<file path="config.mk">
export PLATFORM = sky130hd
export DESIGN_NAME = decode_stage_pipelined
export DESIGN_NICKNAME = d
export VERILOG_FILES = /design/src/rtl/decode_stage_pipelined_pkg.sv /design/src/rtl/decode_stage_pipelined_register_file.sv /design/src/rtl/decode_stage_pipelined.sv
export SDC_FILE = /design/constraint.sdc
export NUM_CORES = 2
export LEC_CHECK = 0
export BUFFER_PORTS_ARGS = -buffer_cell sky130_fd_sc_hd__buf_2
export CORE_AREA = 4 4 326 328
export CTS_BUF_LIST = sky130_fd_sc_hd__clkbuf_8
export CTS_CLUSTER_DIAMETER = 50
export CTS_CLUSTER_SIZE = 16
export DETAILED_ROUTE_END_ITERATION = 6
export DIE_AREA = 0 0 330 332
export PLACE_DENSITY_LB_ADDON = 0.2
export REMOVE_ABC_BUFFERS = 1
export SETUP_SLACK_MARGIN = 0.3
export SYNTH_ARGS = -nofsm -noshare
export SYNTH_HDL_FRONTEND = slang
export SYNTH_HIERARCHICAL = 1
export SYNTH_SLANG_ARGS = --single-unit
</file>
<file path="constraint.sdc">
create_clock -name clk -period 4 [get_ports clk]
set_input_delay 0.2 -clock clk [delete_from_list [all_inputs] [get_ports clk]]
set_output_delay 0.2 -clock clk [all_outputs]
set_load 0.005 [all_outputs]
</file>
<file path="src/rtl/decode_stage_pipelined_pkg.sv">
// decode_stage_pipelined_pkg: RV32I instruction/control types, opcodes and decode helpers
package decode_stage_pipelined_pkg;
    typedef logic [31:0] instruction_type;
    typedef struct packed {
        logic       reg_write;
        logic       mem_read;
        logic       mem_write;
        logic       mem_to_reg;
        logic       alu_src;
        logic       branch;
        logic       jump;
        logic [3:0] alu_op;
    } control_type;
    typedef enum logic [2:0] {FMT_I, FMT_S, FMT_B, FMT_U, FMT_J, FMT_R} imm_format_t;
    localparam logic [6:0] OPCODE_LOAD   = 7'b0000011;
    localparam logic [6:0] OPCODE_STORE  = 7'b0100011;
    localparam logic [6:0] OPCODE_BRANCH = 7'b1100011;
    localparam logic [6:0] OPCODE_JAL    = 7'b1101111;
    localparam logic [6:0] OPCODE_JALR   = 7'b1100111;
    localparam logic [6:0] OPCODE_OP_IMM = 7'b0010011;
    localparam logic [6:0] OPCODE_OP     = 7'b0110011;
    localparam logic [6:0] OPCODE_LUI    = 7'b0110111;
    localparam logic [6:0] OPCODE_AUIPC  = 7'b0010111;
    localparam logic [2:0] FUNCT3_ADD    = 3'b000;
    localparam logic [2:0] FUNCT3_SR     = 3'b101;
    function automatic imm_format_t get_format(instruction_type inst);
        case (inst[6:0])
            OPCODE_LOAD, OPCODE_OP_IMM, OPCODE_JALR: return FMT_I;
            OPCODE_STORE:                            return FMT_S;
            OPCODE_BRANCH:                           return FMT_B;
            OPCODE_LUI, OPCODE_AUIPC:                return FMT_U;
            OPCODE_JAL:                              return FMT_J;
            default:                                 return FMT_R;
        endcase
    endfunction
    function automatic logic [31:0] gen_imm(instruction_type inst);
        case (get_format(inst))
            FMT_I:   return {{20{inst[31]}}, inst[31:20]};
            FMT_S:   return {{20{inst[31]}}, inst[31:25], inst[11:7]};
            FMT_B:   return {{19{inst[31]}}, inst[31], inst[7], inst[30:25], inst[11:8], 1'b0};
            FMT_U:   return {inst[31:12], 12'b0};
            FMT_J:   return {{11{inst[31]}}, inst[31], inst[19:12], inst[20], inst[30:21], 1'b0};
            default: return '0;
        endcase
    endfunction
    function automatic control_type decode_control(instruction_type inst);
        control_type c;
        c = '0;
        case (inst[6:0])
            OPCODE_LOAD:   begin c.reg_write = 1'b1; c.mem_read = 1'b1; c.mem_to_reg = 1'b1; c.alu_src = 1'b1; c.alu_op = {1'b0, FUNCT3_ADD}; end
            OPCODE_STORE:  begin c.mem_write = 1'b1; c.alu_src = 1'b1; end
            OPCODE_BRANCH: begin c.branch = 1'b1; c.alu_op = {1'b0, inst[14:12]}; end
            OPCODE_JAL:    begin c.reg_write = 1'b1; c.jump = 1'b1; end
            OPCODE_JALR:   begin c.reg_write = 1'b1; c.jump = 1'b1; c.alu_src = 1'b1; end
            OPCODE_OP_IMM: begin c.reg_write = 1'b1; c.alu_src = 1'b1; c.alu_op = {(inst[14:12] == FUNCT3_SR) & inst[30], inst[14:12]}; end
            OPCODE_OP:     begin c.reg_write = 1'b1; c.alu_op = {inst[30], inst[14:12]}; end
            OPCODE_LUI,
            OPCODE_AUIPC:  begin c.reg_write = 1'b1; c.alu_src = 1'b1; end
            default:       c = '0;
        endcase
        return c;
    endfunction
    function automatic logic uses_rs2(instruction_type inst);
        return inst[6:0] == OPCODE_OP || inst[6:0] == OPCODE_STORE || inst[6:0] == OPCODE_BRANCH;
    endfunction
endpackage

</file>
<file path="src/rtl/decode_stage_pipelined_register_file.sv">
// register_file: 2R/1W register file with write-through bypass; x0 reads as zero
module register_file #(
    parameter int XLEN = 32,
    parameter int REG_COUNT = 32,
    localparam int REG_ID_W = $clog2(REG_COUNT)
) (
    input  logic                clk,
    input  logic                rst,
    input  logic                we_i,
    input  logic [REG_ID_W-1:0] waddr_i,
    input  logic [XLEN-1:0]     wdata_i,
    input  logic [REG_ID_W-1:0] raddr1_i,
    input  logic [REG_ID_W-1:0] raddr2_i,
    output logic [XLEN-1:0]     rdata1_o,
    output logic [XLEN-1:0]     rdata2_o
);
    logic [XLEN-1:0] regs_q [REG_COUNT];
    logic wr;
    assign wr = we_i && waddr_i != '0;
    always_ff @(posedge clk) begin
        if (rst) begin
            for (int i = 0; i < REG_COUNT; i++) regs_q[i] <= '0;
        end else if (wr) begin
            regs_q[waddr_i] <= wdata_i;
        end
    end
    assign rdata1_o = (wr && waddr_i == raddr1_i) ? wdata_i : regs_q[raddr1_i];
    assign rdata2_o = (wr && waddr_i == raddr2_i) ? wdata_i : regs_q[raddr2_i];
endmodule

</file>
<file path="src/rtl/decode_stage_pipelined.sv">
// decode_stage_pipelined: RV32I decode with registered ID/EX, handshake, load-use interlock and flush
module decode_stage_pipelined
    import decode_stage_pipelined_pkg::*;
#(
    parameter int XLEN = 32,
    parameter int REG_COUNT = 32,
    localparam int REG_ID_W = $clog2(REG_COUNT)
) (
    input  logic                clk,
    input  logic                rst,
    input  logic                if_valid,
    output logic                id_ready,
    input  instruction_type     instruction,
    input  logic [XLEN-1:0]     pc,
    input  logic                flush,
    input  logic                RegWrite,
    input  logic [REG_ID_W-1:0] write_id,
    input  logic [XLEN-1:0]     write_data,
    input  logic                ex_ready,
    output logic                id_valid,
    output logic [XLEN-1:0]     data1,
    output logic [XLEN-1:0]     data2,
    output logic [XLEN-1:0]     imm,
    output logic [XLEN-1:0]     pc_branch,
    output logic [REG_ID_W-1:0] rs1,
    output logic [REG_ID_W-1:0] rs2,
    output logic [REG_ID_W-1:0] rd,
    output control_type         control
);
    logic [REG_ID_W-1:0] rs1_d, rs2_d, rd_d, rs1_q, rs2_q, rd_q;
    logic [XLEN-1:0] data1_d, data2_d, imm_d, pcb_d, data1_q, data2_q, imm_q, pcb_q;
    control_type ctrl_d, ctrl_q;
    logic valid_q, adv, hz, load, clear;
    assign rs1_d  = REG_ID_W'(instruction[19:15]);
    assign rs2_d  = REG_ID_W'(instruction[24:20]);
    assign rd_d   = REG_ID_W'(instruction[11:7]);
    assign imm_d  = XLEN'($signed(gen_imm(instruction)));
    assign pcb_d  = pc + imm_d;
    assign ctrl_d = decode_control(instruction);
    register_file #(.XLEN(XLEN), .REG_COUNT(REG_COUNT)) u_rf (
        .clk(clk), .rst(rst), .we_i(RegWrite), .waddr_i(write_id), .wdata_i(write_data),
        .raddr1_i(rs1_d), .raddr2_i(rs2_d), .rdata1_o(data1_d), .rdata2_o(data2_d)
    );
    assign adv = ex_ready | ~valid_q;
    assign hz = valid_q & ctrl_q.mem_read & (rd_q != '0) & if_valid &
                ((rd_q == rs1_d) | (uses_rs2(instruction) & (rd_q == rs2_d)));
    assign id_ready = adv & ~hz & ~rst;
    assign load = adv & ~hz & if_valid & ~flush;
    // every non-loading update (flush, bubble, idle) leaves an all-zero ID/EX
    assign clear = flush | (adv & ~load);
    always_ff @(posedge clk) begin
        if (rst || clear) begin
            valid_q <= 1'b0;
            data1_q <= '0;
            data2_q <= '0;
            imm_q   <= '0;
            pcb_q   <= '0;
            rs1_q   <= '0;
            rs2_q   <= '0;
            rd_q    <= '0;
            ctrl_q  <= '0;
        end else if (load) begin
            valid_q <= 1'b1;
            data1_q <= data1_d;
            data2_q <= data2_d;
            imm_q   <= imm_d;
            pcb_q   <= pcb_d;
            rs1_q   <= rs1_d;
            rs2_q   <= rs2_d;
            rd_q    <= rd_d;
            ctrl_q  <= ctrl_d;
        end
    end
    assign id_valid  = valid_q;
    assign data1     = data1_q;
    assign data2     = data2_q;
    assign imm       = imm_q;
    assign pc_branch = pcb_q;
    assign rs1       = rs1_q;
    assign rs2       = rs2_q;
    assign rd        = rd_q;
    assign control   = ctrl_q;
endmodule

</file>
## Yosys cells after proc, flatten, opt, wreduce, memory -nomap -nowiden

Memories as Yosys holds them, arrays and structs flattened. A register that Yosys moved wholly into a read port is not among the register bits.
Cells that the tools add are included.

- Flip-flop bits (word level): 90
- Latch bits: 0
- RAM bits: 1,024
- Bits in read-only memories: 0
- Input port bits: 107
- Word-level logic and storage cells: 80
- Memories kept: 1

Memory list:

| name | words | width | read ports | clocked after Yosys merged registers in | wr ports | line | source |
|---|---|---|---|---|---|---|---|
| u_rf.regs_q | 32 | 32 | 2 | 2 | 32 | decode_stage_pipelined_register_file.sv:17 | `logic [XLEN-1:0] regs_q [REG_COUNT];` |

- $add $sub $neg: 1
- Multiply operators: 0
- Div/mod/pow operators: 0
- Order comparisons: 0
- Equal/unequal tests: 16
- Shifts and indexed selects: 0
- Muxes and demuxes: 17
- Bitwise operators: 19
- Reductions and logical operators: 13

Operators by type and width:

| kind | number |
|---|---|
| 32-bit case mux with 5 select lines | 1 |
| 32-bit adder | 1 |
| 32-bit two-way mux | 1 |
| 32-bit OR reduction | 1 |
| 7-bit by 6-bit == test with 1-bit output (second input constant) | 3 |
| 7-bit == test (second input constant) | 3 |
| 3-bit case mux with 5 select lines | 1 |
| 7-bit by 5-bit == test with 1-bit output (second input constant) | 2 |
| 1-bit two-way mux | 12 |
| 4-bit case mux with 3 select lines | 1 |
| 1-bit bitwise AND | 11 |
| 5-bit == test | 2 |
| 5-bit nonzero test | 2 |
| 7-bit by 2-bit == test with 1-bit output (second input constant) | 1 |
| 7-bit OR reduction | 1 |
| 3-bit by 2-bit == test with 1-bit output (second input constant) | 2 |
| 3-bit == test (second input constant) | 2 |
| 6-bit OR reduction | 1 |
| 5-bit two-way mux | 1 |
| 1-bit NOT | 5 |
| 2-bit OR reduction | 2 |
| 3-bit by 1-bit == test with 1-bit output (second input constant) | 1 |
| 3-bit zero test | 1 |
| 1-bit logical OR | 3 |
| 3 further kinds | 5 |

## Logic depth before layout (Yosys ltp)

- Depth after elaboration: 14
- Gate-level depth with buffers: 18

## Modules after synthesis

Netlist, hierarchy kept.

By module, submodules not included:

| module | instances | cells an instance | area an instance (sq um) |
|---|---|---|---|
| register_file | 1 | 3,494 | 54,461.0 |
| decode_stage_pipelined | 1 | 819 | 7,148.1 |

## Worst setup path after synthesis

OpenSTA, ideal clock, no wires.

- Path type: input to register
- From: input instruction[5]
- To: register pcb_q[28] (netlist: pc_branch[28])
- Setup time: 0.070 ns
- Arrival time: 3.456 ns
- Data required time: 3.930 ns
- Slack: 0.474 ns
- Stages: 17
- Buffers on the path: 0
- Cells stage by stage: nor2b_1 > a32oi_1 > nor2_1 > a21boi_0 > a22o_1 > ha_1 > inv_1 > fa_1 > nor2b_1 > o2111ai_1 > a41oi_2 > o21ai_2 > o31ai_2 > o211a_1 > o22ai_1 > xor2_1 > a21oi_1

RTL lines:

| element | line | source |
|---|---|---|
| start: declaration | decode_stage_pipelined.sv:13 | `input instruction_type instruction,` |
| 7-bit by 5-bit == test with 1-bit output (tied with other cells) | decode_stage_pipelined_pkg.sv:27 | `case (inst[6:0])` |
| 3-bit OR reduction or 2-bit OR reduction (tied branches) | decode_stage_pipelined_pkg.sv:27 |  |
| 3-bit case mux with 5 select lines * | decode_stage_pipelined_pkg.sv:27 |  |
| 3-bit == test (tied with other cells) | decode_stage_pipelined_pkg.sv:37 | `case (get_format(inst))` |
| 32-bit case mux with 5 select lines * | decode_stage_pipelined_pkg.sv:37 |  |
| net imm_d[0] | decode_stage_pipelined.sv:31 | `logic [XLEN-1:0] data1_d, data2_d, imm_d, pcb_d, data1_q, data2_q, imm_q, pcb_q;` |
| 32-bit adder * | decode_stage_pipelined.sv:38 | `assign pcb_d = pc + imm_d;` |
| end signal: assignment | decode_stage_pipelined.sv:67 | `pcb_q <= pcb_d;` |
| end: declaration | decode_stage_pipelined.sv:31 |  |

The timed path passes the listed nets; every way through them passes the cells marked *.
A chain may end at the register's enable or synchronous reset.

## Final worst setup path

- From: input instruction[6]
- To: register pcb_q[30] (netlist: pc_branch[30])

Same word-level chain as after synthesis.

==> flow_summary.json <==
{
  "yosysUniqueCellTypes": 72,
  "detailed_place.area_um2": 64410,
  "timing.critical_path.from": "instruction[6]",
  "ctsHtreeMaxLevel": 4,
  "synth_async_sr_flop_share_pct": 0,
  "worst_setup_hold_path_clk_slew_ns": 0.09,
  "synth_warnings": 6,
  "synthDominantAreaCellType": "sky130_fd_sc_hd__edfxtp_1",
  "grt_start_max_net_pins": 106,
  "max-slew-margin-rel_pct": 29.40,
  "fin_worst_skew_ns": 0.03084,
  "pin_count": 263,
  "pwr_density_cell_nw_per_um2": 392.0,
  "routedWlPerCell_um": 33.46,
  "detail_route.first_pass.iterations": 6,
  "cp.required_ns": 4.76,
  "totalWireLength_um": 203000,
  "slew_violations": 0,
  "timing.critical_path.slowest_stage_cell": "sky130_fd_sc_hd__dlygate4sd3_1",
  "synth_common_cells": "1024 x sky130_fd_sc_hd__edfxtp_1, 1002 x sky130_fd_sc_hd__and2_1, 425 x sky130_fd_sc_hd__mux4_2, 352 x sky130_fd_sc_hd__o22ai_1, 242 x sky130_fd_sc_hd__clkbuf_1",
  "layout-drive-gt1-share_pct": 24.90,
  "critical-path-max-stage-delay_ns": 0.59,
  "clock_sinks": 1178,
  "floorplan.initialDensity_pct": 59.70,
  "synth_edf_count": 1024,
  "post_route_worst_hold_slack_ns": 0.08868,
  "status": "finished clean",
  "multi_input_area_um2": 25610,
  "die_area_um2": 109600,
  "vdd_ir_drop_max_uv": 289.7,
  "worst_r2r_path_depth": 11,
  "grt_usage_pct": 36.71,
  "arrival_ns": 4.35,
  "dp.final_hpwl_um": 119800,
  "critical_path.cell_chain": "buf_2 -> dlygate4sd3_1 -> nor2_1 -> and2_1 -> a22o_1 -> ha_1 -> inv_1 -> fa_1 -> nor2b_2 -> o2111ai_1 -> a41oi_2 -> o21ai_2 -> o31ai_4 -> o211a_1 -> o41ai_2 -> xor2_1 -> dlygate4sd3_1 -> a21oi_1",
  "synth_ff_type": "sky130_fd_sc_hd__edfxtp_1",
  "numPortBuffers": 262,
  "placementRows": 118,
  "nNetsFinal": 4717,
  "r2r-end": "pc_branch[11]",
  "grt_pass1_vias": 41120,
  "final_period_minus_worst_setup_slack_ns": 3.593,
  "dieHeight_um": 332,
  "power_uw": 26890,
  "dr_total_vias": 42380,
  "tritoncts_clock_tree": "built",
  "critPathCapture": "pc_branch[30]",
  "grt_remaining_overflow": 0,
  "worst_pin_slew_ns": 1.056,
  "cts.path.max_buffers": 3,
  "setup.worst_path.start_class": "input port",
  "category_of_cells_accounting_for_the_largest_share_of_critical_path_delay": "compound AO/OA/AOI/OAI gates",
  "viasPerCell": 6.985,
  "crit_top_cell": "sky130_fd_sc_hd__dlygate4sd3_1",
  "post_synthesis_cell_area_um2": 61610,
  "number_of_antenna_violations_at_the_first_check_in_global_routing": 16,
  "reg2reg_setup_slack_ns": 0.74,
  "max_fclk_mhz": 278.3,
  "final_report_hold_violation_count": 0,
  "met1_usage_pct": 48.97,
  "cellLeakagePower_uw": 0.02489,
  "layout.area.seq_um2": 33830,
  "grt_setup_unrepaired": "false",
  "die_w_um": 330,
  "yosysSeqAreaShare_pct": 54.91,
  "setup.worst_path.end_class": "flip-flop",
  "critical_path_cell_count": 18,
  "post_synth_main_area_contributors": "sky130_fd_sc_hd__edfxtp_1 50%, sky130_fd_sc_hd__mux4_2 16%, sky130_fd_sc_hd__and2_1 10%, sky130_fd_sc_hd__dfxtp_1 5.0%, sky130_fd_sc_hd__o22ai_1 3.6%",
  "number_of_violations_reported_at_the_end_of_detailed_routing_iteration_0": 6256,
  "root_buffer": "sky130_fd_sc_hd__clkbuf_8",
  "layout_area_overhead_pct": 11.34,
  "global_route.peak_usage_layer": "met2",
  "use_met2_pct": 55.73,
  "placeableCoreArea_um2": 103200,
  "route.antenna.remaining_nets": 0,
  "synth_register_bits": 1178,
  "top_cell_type_s_share_of_synthesized_area_pct": 49.91,
  "path_buf_inv": 4,
  "timing.max_cap.violations": 0,
  "syn_inst": 4313,
  "setup_viol_count_final": 0,
  "grt_util_met3_pct": 10.73,
  "drc": 0,
  "worstSetupPathType": "in2reg",
  "count_of_fill_cells_added_during_filler_insertion": 7228,
  "cts_made_buffers": 132,
  "finalWeightedCongestion": 0.9035,
  "synth_most_common_cell": "sky130_fd_sc_hd__edfxtp_1",
  "timing.critical_path.fanout_max": 9,
  "wire_length_of_the_first_global_routing_pass_um": 286300,
  "hold_path.class": "in2reg",
  "clkLatencyLatePin_ns": 0.83,
  "min_period_over_period_pct": 89.83,
  "layout.core_utilization_pct": 66.47,
  "summed_area_of_non_filler_cells_in_the_final_layout_um2": 68600,
  "post_synth.cell_area_avg_um2": 14.28,
  "critical_path.reg2reg.startpoint": "rd[1]"
}
==> stage by stage <==
step / instances / setup WS (ns) / TNS, ns
after floorplan: 3901 / -1.909 / -202.21
after global placement: 5709 / -0.02660 / -0.06231
after detailed placement: 5709 / -0.06583 / -0.2027
after CTS: 6061 / 0.3280 / 0
after global routing: 6065 / 0.2952 / 0
final: 6067 / 0.4068 / 0
==> placed cells by master (no fill, tap or decap), types with 22 or more instances in the layout <==
master,Yosys,layout
sky130_fd_sc_hd__a21o_1,41,41
sky130_fd_sc_hd__a21oi_1,53,53
sky130_fd_sc_hd__and2_1,1002,1001
sky130_fd_sc_hd__buf_12,22,50
sky130_fd_sc_hd__buf_2,126,257
sky130_fd_sc_hd__buf_4,7,118
sky130_fd_sc_hd__clkbuf_8,0,145
sky130_fd_sc_hd__conb_1,1,32
sky130_fd_sc_hd__dfxtp_1,154,154
sky130_fd_sc_hd__dlygate4sd3_1,0,114
sky130_fd_sc_hd__edfxtp_1,1024,1024
sky130_fd_sc_hd__ha_1,31,30
sky130_fd_sc_hd__inv_1,11,26
sky130_fd_sc_hd__mux4_1,83,83
sky130_fd_sc_hd__mux4_2,425,425
sky130_fd_sc_hd__nand2_1,94,90
sky130_fd_sc_hd__nor2_1,171,146
sky130_fd_sc_hd__nor2_4,3,31
sky130_fd_sc_hd__o21ai_0,34,34
sky130_fd_sc_hd__o21ai_1,65,65
sky130_fd_sc_hd__o22ai_1,352,352
sky130_fd_sc_hd__or2_2,25,32
sky130_fd_sc_hd__or4_1,64,64
sky130_fd_sc_hd__xnor2_1,22,22
sky130_fd_sc_hd__xor2_1,28,28
==> worst min path at each step <==
stage	startpoint	end	slack, ns	depth (start not counted)
after floorplan	rst	u_rf/regs_q[0][0]	0.31	0
after global placement	control[6]	control[6]	0.46	2
after detailed placement	control[6]	control[6]	0.48	2
after CTS	pc[14]	pc_branch[15]	0.01	5
after global routing	pc[14]	pc_branch[15]	0.1	5
final	pc[14]	pc_branch[15]	0.09	5
==> registers in the layout (all words and copies together) (netlist names) <==
signal and flops:
rs1 5, u_rf/regs_q 1024, control 10, rd 5, imm 32, data1 32
pc_branch 32, id_valid 1, data2 32, rs2 5
==> routing by layer <==
layer | share of wire, % | vias up
met5 | 0.045 | -
met4 | 5.6 | 8
met3 | 14 | 660
met2 | 46 | 3455
met1 | 35 | 21120
li1 | - | 17140
==> cells by family (layout without fill, tap and decap cells) <==
| family | after synthesis | in the layout | synth area share (%) |
|---|---|---|---|
| fa+ha+maj | 32 | 32 | 0.6621 |
| flops | 1178 | 1178 | 54.91 |
| compound gates | 614 | 614 | 6.302 |
| simple gates | 1463 | 1463 | 13.95 |
| buf+inv | 455 | 793 | 4.186 |
| xor+xnor | 50 | 50 | 0.7108 |
| mux | 520 | 520 | 19.27 |
| other cells | 1 | 37 | 0.006087 |
==> final cells by class <==
cell class	instances	area share, %
multi-input combinational	2711	37.34
clock buffer	145	2.909
sequential	1178	49.32
inverter	12	0.06749
tap	1380	2.517
antenna	5	0.01824
timing repair buffer	543	6.377
clock inverter	93	1.454
==> repair_timing <==
| item | in CTS | in global routing |
|---|---|---|
| hold buffers | 114 | 0 |
| setup endpoints to repair | 0 | 3 |
| buffers inserted | 0 | 1 |
| endpoints found under the hold margin | 1079 | 0 |
| gates resized for setup | 0 | 9 |
==> tightest hold or removal path, cell delays in order <==
cell                      delay (ns)
sky130_fd_sc_hd__buf_2          0.11
sky130_fd_sc_hd__ha_1           0.20
sky130_fd_sc_hd__a21o_1         0.16
sky130_fd_sc_hd__xnor2_1        0.13
sky130_fd_sc_hd__a21oi_1        0.06
==> power breakdown <==
group	internal [uW]	switching (uW)	total, uW
sequential	14000	319	14300
clock	4440	4800	9230
combinational	1480	1900	3380
Note: power is estimated with default switching activity, not from simulation.
